File: src/rtl/counter_updown_mod.sv
`default_nettype none
// ============================================================================
// Module   : counter_updown_mod
// Brief    : Parametrised up/down modulo counter with load, wrap/saturate mode,
//            registered terminal-count pulse and sticky overflow flag.
//            Optional prescaler built when COUNTER_PRESCALE_EN is defined.
// Revision : 1.0 - initial release
// ============================================================================
module counter_updown_mod #(
  parameter int     WIDTH    = 4,
  parameter longint MODULUS  = 16,
  parameter int     PRESCALE = 1
) (
  input  logic             clk,
  input  logic             rst,
  input  logic             en,
  input  logic             up,
  input  logic             sat,
  input  logic             load,
  input  logic [WIDTH-1:0] load_val,
  input  logic             clr_ovf,
  output logic [WIDTH-1:0] count,
  output logic             tc,
  output logic             ovf
);

  if (WIDTH < 1 || WIDTH > 32 || MODULUS < 2 ||
      MODULUS > (longint'(1) << WIDTH) || PRESCALE < 1) begin : g_param_err
    $error("counter_updown_mod: illegal parameter set");
  end

  localparam logic [WIDTH:0]   c_mod = (WIDTH+1)'(MODULUS);
  localparam logic [WIDTH-1:0] c_max = WIDTH'(MODULUS - 1);

  logic [WIDTH-1:0] r_count;
  logic             r_tc;
  logic             r_ovf;

  logic             w_tick;
  logic             w_step;
  logic [WIDTH:0]   w_inc;
  logic [WIDTH:0]   w_dec;
  logic [WIDTH:0]   w_ld;
  logic             w_at_top;
  logic             w_at_bot;
  logic             w_boundary;
  logic [WIDTH-1:0] w_step_val;
  logic [WIDTH-1:0] w_load_val;

`ifdef COUNTER_PRESCALE_EN
  localparam int c_pw = (PRESCALE > 1) ? $clog2(PRESCALE) : 1;
  localparam logic [c_pw-1:0] c_pre_last = c_pw'(PRESCALE - 1);

  logic [c_pw-1:0] r_pre;

  assign w_tick = (r_pre == c_pre_last);

  always_ff @(posedge clk or posedge rst) begin
    if (rst) begin
      r_pre <= '0;
    end else if (load) begin
      r_pre <= '0;
    end else if (en) begin
      r_pre <= w_tick ? '0 : r_pre + 1'b1;
    end
  end
`else
  assign w_tick = 1'b1;
`endif

  // One extra bit keeps the modulus compare and the borrow free of 2^WIDTH wrap.
  assign w_inc    = {1'b0, r_count} + 1'b1;
  assign w_dec    = {1'b0, r_count} - 1'b1;
  assign w_ld     = {1'b0, load_val};
  assign w_at_top = (w_inc == c_mod);
  assign w_at_bot = w_dec[WIDTH];

  assign w_step     = en && w_tick;
  assign w_boundary = w_step && (up ? w_at_top : w_at_bot);

  always_comb begin
    w_step_val = r_count;
    if (up) begin
      if (w_at_top) w_step_val = sat ? c_max : '0;
      else          w_step_val = w_inc[WIDTH-1:0];
    end else begin
      if (w_at_bot) w_step_val = sat ? '0 : c_max;
      else          w_step_val = w_dec[WIDTH-1:0];
    end
  end

  assign w_load_val = (w_ld >= c_mod) ? c_max : load_val;

  always_ff @(posedge clk or posedge rst) begin
    if (rst) begin
      r_count <= '0;
      r_tc    <= 1'b0;
      r_ovf   <= 1'b0;
    end else if (load) begin
      r_count <= w_load_val;
      r_tc    <= 1'b0;
      r_ovf   <= r_ovf & ~clr_ovf;
    end else begin
      if (w_step) r_count <= w_step_val;
      r_tc  <= w_boundary;
      r_ovf <= w_boundary | (r_ovf & ~clr_ovf);
    end
  end

  assign count = r_count;
  assign tc    = r_tc;
  assign ovf   = r_ovf;

endmodule
`default_nettype wire

File: config.mk
export PLATFORM = sky130hd
export DESIGN_NAME = counter_updown_mod
export DESIGN_NICKNAME = d
export VERILOG_FILES = /design/src/rtl/counter_updown_mod.sv
export SDC_FILE = /design/constraint.sdc
export NUM_CORES = 1
export LEC_CHECK = 0
export CELL_PAD_IN_SITES_DETAIL_PLACEMENT = 1
export CELL_PAD_IN_SITES_GLOBAL_PLACEMENT = 2
export CORE_MARGIN = 3
export CORE_UTILIZATION = 26
export CTS_BUF_LIST = sky130_fd_sc_hd__clkbuf_8
export DETAILED_ROUTE_END_ITERATION = 16
export GPL_TIMING_DRIVEN = 1
export PLACE_DENSITY = 0.81
export SYNTH_ARGS = -nofsm -noshare
export SYNTH_HDL_FRONTEND = slang
export SYNTH_SLANG_ARGS = --single-unit
File: constraint.sdc
create_clock -name clk -period 1.8 [get_ports clk]
set_clock_uncertainty 0.05 [all_clocks]
set_input_delay 0.18 -clock clk [delete_from_list [all_inputs] [get_ports clk]]
set_output_delay 0.18 -clock clk [all_outputs]
set_load 0.05 [all_outputs]
==> After elaboration in Yosys (flattened, before gate mapping) <==
Index checks and enable logic that the tools add are counted.
{ "totals": {"ff_bits": 6, "elab_cells": 23} }
{ "classes": {"add_sub_neg": 2, "order_cmp": 1, "n_eq_ne": 1, "mux": 11, "bitwise": 3, "n_reduce_logical": 2} }
{ "ops": {"columns": ["operator", "n"], "rows": [
  ["two-way mux 4 bit", 8],
  ["adder 4 x 1 -> 5 bit, second input constant", 1],
  ["equality test 5 bit, second input constant", 1],
  [">= comparator 4 x 5 -> 1 bit, second input constant", 1],
  ["subtractor 4 x 1 -> 5 bit, second input constant", 1],
  ["two-way mux 1 bit", 3],
  ["nonzero test 2 bit", 1],
  ["bitwise AND 1 bit", 1],
  ["logical AND 1 bit", 1],
  ["inverter 1 bit", 1],
  ["bitwise OR 1 bit", 1]
]} }

==> Logic depth before layout (Yosys ltp) <==
Gate-level depths: netlist of the first run.
{ "depth": {"ltp_word": 6, "ltp_mapped": 6, "depth_no_buf": 6} }

==> Least setup slack after synthesis of the first run <==
OpenSTA, ideal clock, no wires.
{ "synth_timing": {"kind": "register -> register", "from": "reg r_count[0], in the netlist count[0]", "to": "reg r_ovf, in the netlist ovf", "setup_ns": 0.118, "arrival_ns": 1.576, "required_time_ns": 1.632, "path_slack_ns": 0.056, "path_stages_with_launch": 6, "n_path_buf": 0, "path_cell_list": "dfrtp_1 -> inv_1 -> ha_1 -> nor4b_2 -> o21a_1 -> a21o_1"} }
{ "synth_via": {"elab_chain_len": 6} }
{ "synth_rtl": {"columns": ["element", "line", "text"], "rows": [
  ["start, declared", "35", "logic [WIDTH-1:0] r_count;"],
  ["start signal, assigned", "100", "r_count <= w_load_val;"],
  ["start signal, assigned", "104", "if (w_step) r_count <= w_step_val;"],
  ["adder 4 x 1 -> 5 bit", "72", "assign w_inc = {1'b0, r_count} + 1'b1;"],
  ["equality test 5 bit", "75", "assign w_at_top = (w_inc == c_mod);"],
  ["two-way mux 1 bit *", "79", "assign w_boundary = w_step && (up ? w_at_top : w_at_bot);"],
  ["logical AND 1 bit *", "79", null],
  ["bitwise OR 1 bit *", "106", "r_ovf <= w_boundary | (r_ovf & ~clr_ovf);"],
  ["two-way mux 1 bit *", "99", "end else if (load) begin"],
  ["end signal, assigned", "102", "r_ovf <= r_ovf & ~clr_ovf;"],
  ["end signal, assigned", "106", null],
  ["end, declared", "37", "logic r_ovf;"]
]} }
Mark *: on every way between the ends. The rest lies on a longest branch, timed or not.
A chain may end at the register's enable or synchronous reset.

==> Worst setup path in the final report of the first run <==
{ "layout_timing": {"from": "reg r_count[0], in the netlist count[0]", "to": "reg r_count[1], in the netlist count[1]"} }
{ "layout_via": {"elab_chain_len": 6} }
{ "layout_rtl": {"columns": ["element", "line", "text"], "rows": [
  ["adder 4 x 1 -> 5 bit", "72", null],
  ["equality test 5 bit", "75", null],
  ["two-way mux 4 bit", "84", "if (w_at_top) w_step_val = sat ? c_max : '0;"],
  ["two-way mux 4 bit *", "83", "if (up) begin"],
  ["two-way mux 4 bit *", "104", null],
  ["two-way mux 4 bit *", "99", null]
]} }
Mark *: on every way between the ends. The rest lies on a longest branch, timed or not. The select of a mux whose other input is x is not followed.

==> results.json, run 1 <==
{
  "synth_area_um2": 507,
  "hold_viol": 0,
  "worstSkewPairLatency_ns": 0.22,
  "grt_max_degree": 12,
  "critical_path_required_ns": 1.84,
  "fin_nets": 91,
  "seq_area_frac_synth_pct": 29.6,
  "start_util_pct": 28.4,
  "arrival_ns": 1.72,
  "grt_pass1_vias": 485,
  "fin_area_um2": 731,
  "dp_hpwl_mm": 1.09,
  "rows": 15,
  "placeableCoreArea_um2": 1780,
  "synth_xor_area_share_pct": 3.46,
  "yosys_warnings": 0,
  "ios": 17,
  "routabilityCongestion": 0.777,
  "die_h_um": 50.1,
  "netlist_top_cells_count": "6 x dfrtp_1, 5 x inv_1, 4 x a21oi_1, 4 x nor3_1, 4 x o21ai_1",
  "synth_top_family_by_area": "compound AO/OA/AOI/OAI gates",
  "wire_per_inst_um": 13.7,
  "cp_max_fo": 7,
  "wirelength_mm": 1.37,
  "synth_async_sr_flop_share_pct": 100,
  "grt_antenna_before_repair": 0,
  "post-route-period-util_pct": 93.0,
  "end_kind": "flip-flop",
  "status": "finished clean",
  "clk_pin_slew_ns": 0.04,
  "fillers": 221,
  "drtPass1Iterations": 4,
  "ant_nets": 0,
  "drtIter0Drc": 9,
  "worstSetupPathType": "flip-flop to flip-flop",
  "dpl_worst_slack_ns": 0.159,
  "die_x_um": 50.1,
  "clock.fmax_mhz": 597,
  "synth_top_flop_cell": "dfrtp_1",
  "htreeDepth": 1,
  "fp.dieArea_um2": 2510,
  "numCtsBuffers": 3,
  "setup_ws_ns": 0.126,
  "drc": 0,
  "synth_compound_area_share_pct": 24.2,
  "grt_pass1_wl_mm": 2.24,
  "synth_area_leader_cell": "dfrtp_1",
  "syn_nets": 71,
  "p_per_area_nw_per_um2": 799,
  "hp-class": "input pin to async pin",
  "clock_path_buffers": 2,
  "p_leak_nw": 0.307,
  "synthAdderAreaFrac_pct": 7.41,
  "synth_edf_count": 0,
  "dpl.cell_count": 97,
  "fin_util_pct": 41.0,
  "area_growth_pct": 44.2,
  "netlist.area_leader.share_pct": 29.6,
  "drive_gt1_share_pct": 17.3,
  "total_power_mw": 0.584,
  "ys_seq_elements": 6,
  "cts_tree": "yes",
  "rsz0062_at_grt": "false",
  "finalCriticalPeriod_ns": 1.67,
  "grt_overflow": 0,
  "diodes": 0,
  "synth_cell_types": 31,
  "cts_sinks": 6,
  "synth-simple-area-share_pct": 23.7,
  "avgSynthCellArea_um2": 8.89,
  "num_vias": 468,
  "yosysMostFrequentCell": "dfrtp_1",
  "layout.cells.non_filler": 100,
  "slew_headroom_pct": 67.0,
  "cts_root_buf": "clkbuf_8",
  "slew_viol_final": 0,
  "worstMarginPinSlew_ns": 0.493,
  "irDropWorstVdd_v": 0.000494,
  "ys_top_cells_by_area": "dfrtp_1 30%, ha_1 7.4%, a21oi_1 4.0%, nor3_1 4.0%, o21ai_1 4.0%",
  "grt_usage_pct": 11.7,
  "io_buffers": 16,
  "timing.setup.tns_ns": 0,
  "start_kind": "flip-flop",
  "holdWs_ns": 0.125,
  "viasPerCell": 4.68,
  "finalSetupViolCount": 0,
  "place_area_um2": 681,
  "muxShareOfSynthArea_pct": 4.94,
  "maxCapViolCount": 0,
  "syn_inst": 57
}
## final timing paths
path,cells after the start,slack (ns),end,startpoint
hold / removal,2,0.13,tc,rst
max in group asynchronous,2,1.38,count[1],rst
setup reg to reg,6,0.13,count[1],count[0]
min in group clk,1,0.42,ovf,ovf
setup / recovery,6,0.13,count[1],count[0]
hold reg to reg,1,0.42,ovf,ovf
## power by group
group / internal [mW] / switching, mW
Combinational: 0.0965 / 0.117
Clock: 0.144 / 0.0573
Sequential: 0.147 / 0.0219
Total: 0.388 / 0.196
## what timing repair did
item	CTS	global route
setup buffers	0	0
hold buffers	0	0
setup endpoints to repair	0	1
resized for setup	0	1
## cell type report
cell class / instances / area (um2) / share of cell area, %
Multi-Input combinational cell: 44 / 332 / 45.4
Timing Repair Buffer: 17 / 158 / 21.6
Sequential cell: 6 / 150 / 20.5
Clock buffer: 3 / 41.3 / 5.65
Tap cell: 25 / 31.3 / 4.28
Inverter: 5 / 18.8 / 2.57
## layout by cell type (no fill, tap or decap)
cell	synthesis	layout
nand4_1	1	1
inv_1	5	5
or2b_1	1	1
a31oi_1	1	1
nor3b_1	1	1
ha_1	3	3
o21ai_0	2	2
o211a_1	1	1
buf_4	0	5
o32ai_1	1	1
nor4b_4	0	1
clkdlybuf4s50_1	0	12
mux2_4	1	1
nor2_1	1	1
o31ai_1	1	1
a21o_1	1	1
nor3_1	4	4
dfrtp_1	6	6
nand2_1	1	1
o211ai_1	2	2
mux2i_1	1	1
nand2b_1	2	2
o21ai_1	4	4
nand3_1	1	1
nor2b_1	3	3
clkbuf_8	0	3
a21oi_1	4	4
o21a_1	1	1
nand3_2	1	1
nor3_2	1	1
xnor2_1	2	2
o21ba_2	1	1
## flip-flops by register name (all words and copies together), names as in the netlist
name   cells
tc         1
count      4
ovf        1
## cell families (layout without fill, tap and decap cells)
logic type	Yosys count	after routing
compound gates	19	19
simple gates	18	18
fa+ha+maj	3	3
mux	2	2
xor+xnor	2	2
buf+inv	7	25
flops	6	6
## per-layer routing
metal	vias up	GRT usage [%]	share of wire, %
li1	246	-	-
met5	-	0	0
met4	0	4.15	0
met2	9	17.2	47
met1	213	16.3	50
met3	0	2.97	3.4
## critical path, cell delays in order, from the launching register on
cell and delay, ns:
dfrtp_1 0.45, inv_1 0.11, ha_1 0.22, nand2b_1 0.11, o21ba_2 0.20, o31ai_1 0.30, o21ai_1 0.10
No activity file was read; power rests on OpenSTA's default activity.
==> inputs of run 2 (changes only) <==
- TNS_END_PERCENT: not set -> 10
==> results of run 2 <==
The final DEF is identical to that of run 1; final timing and power are the same.
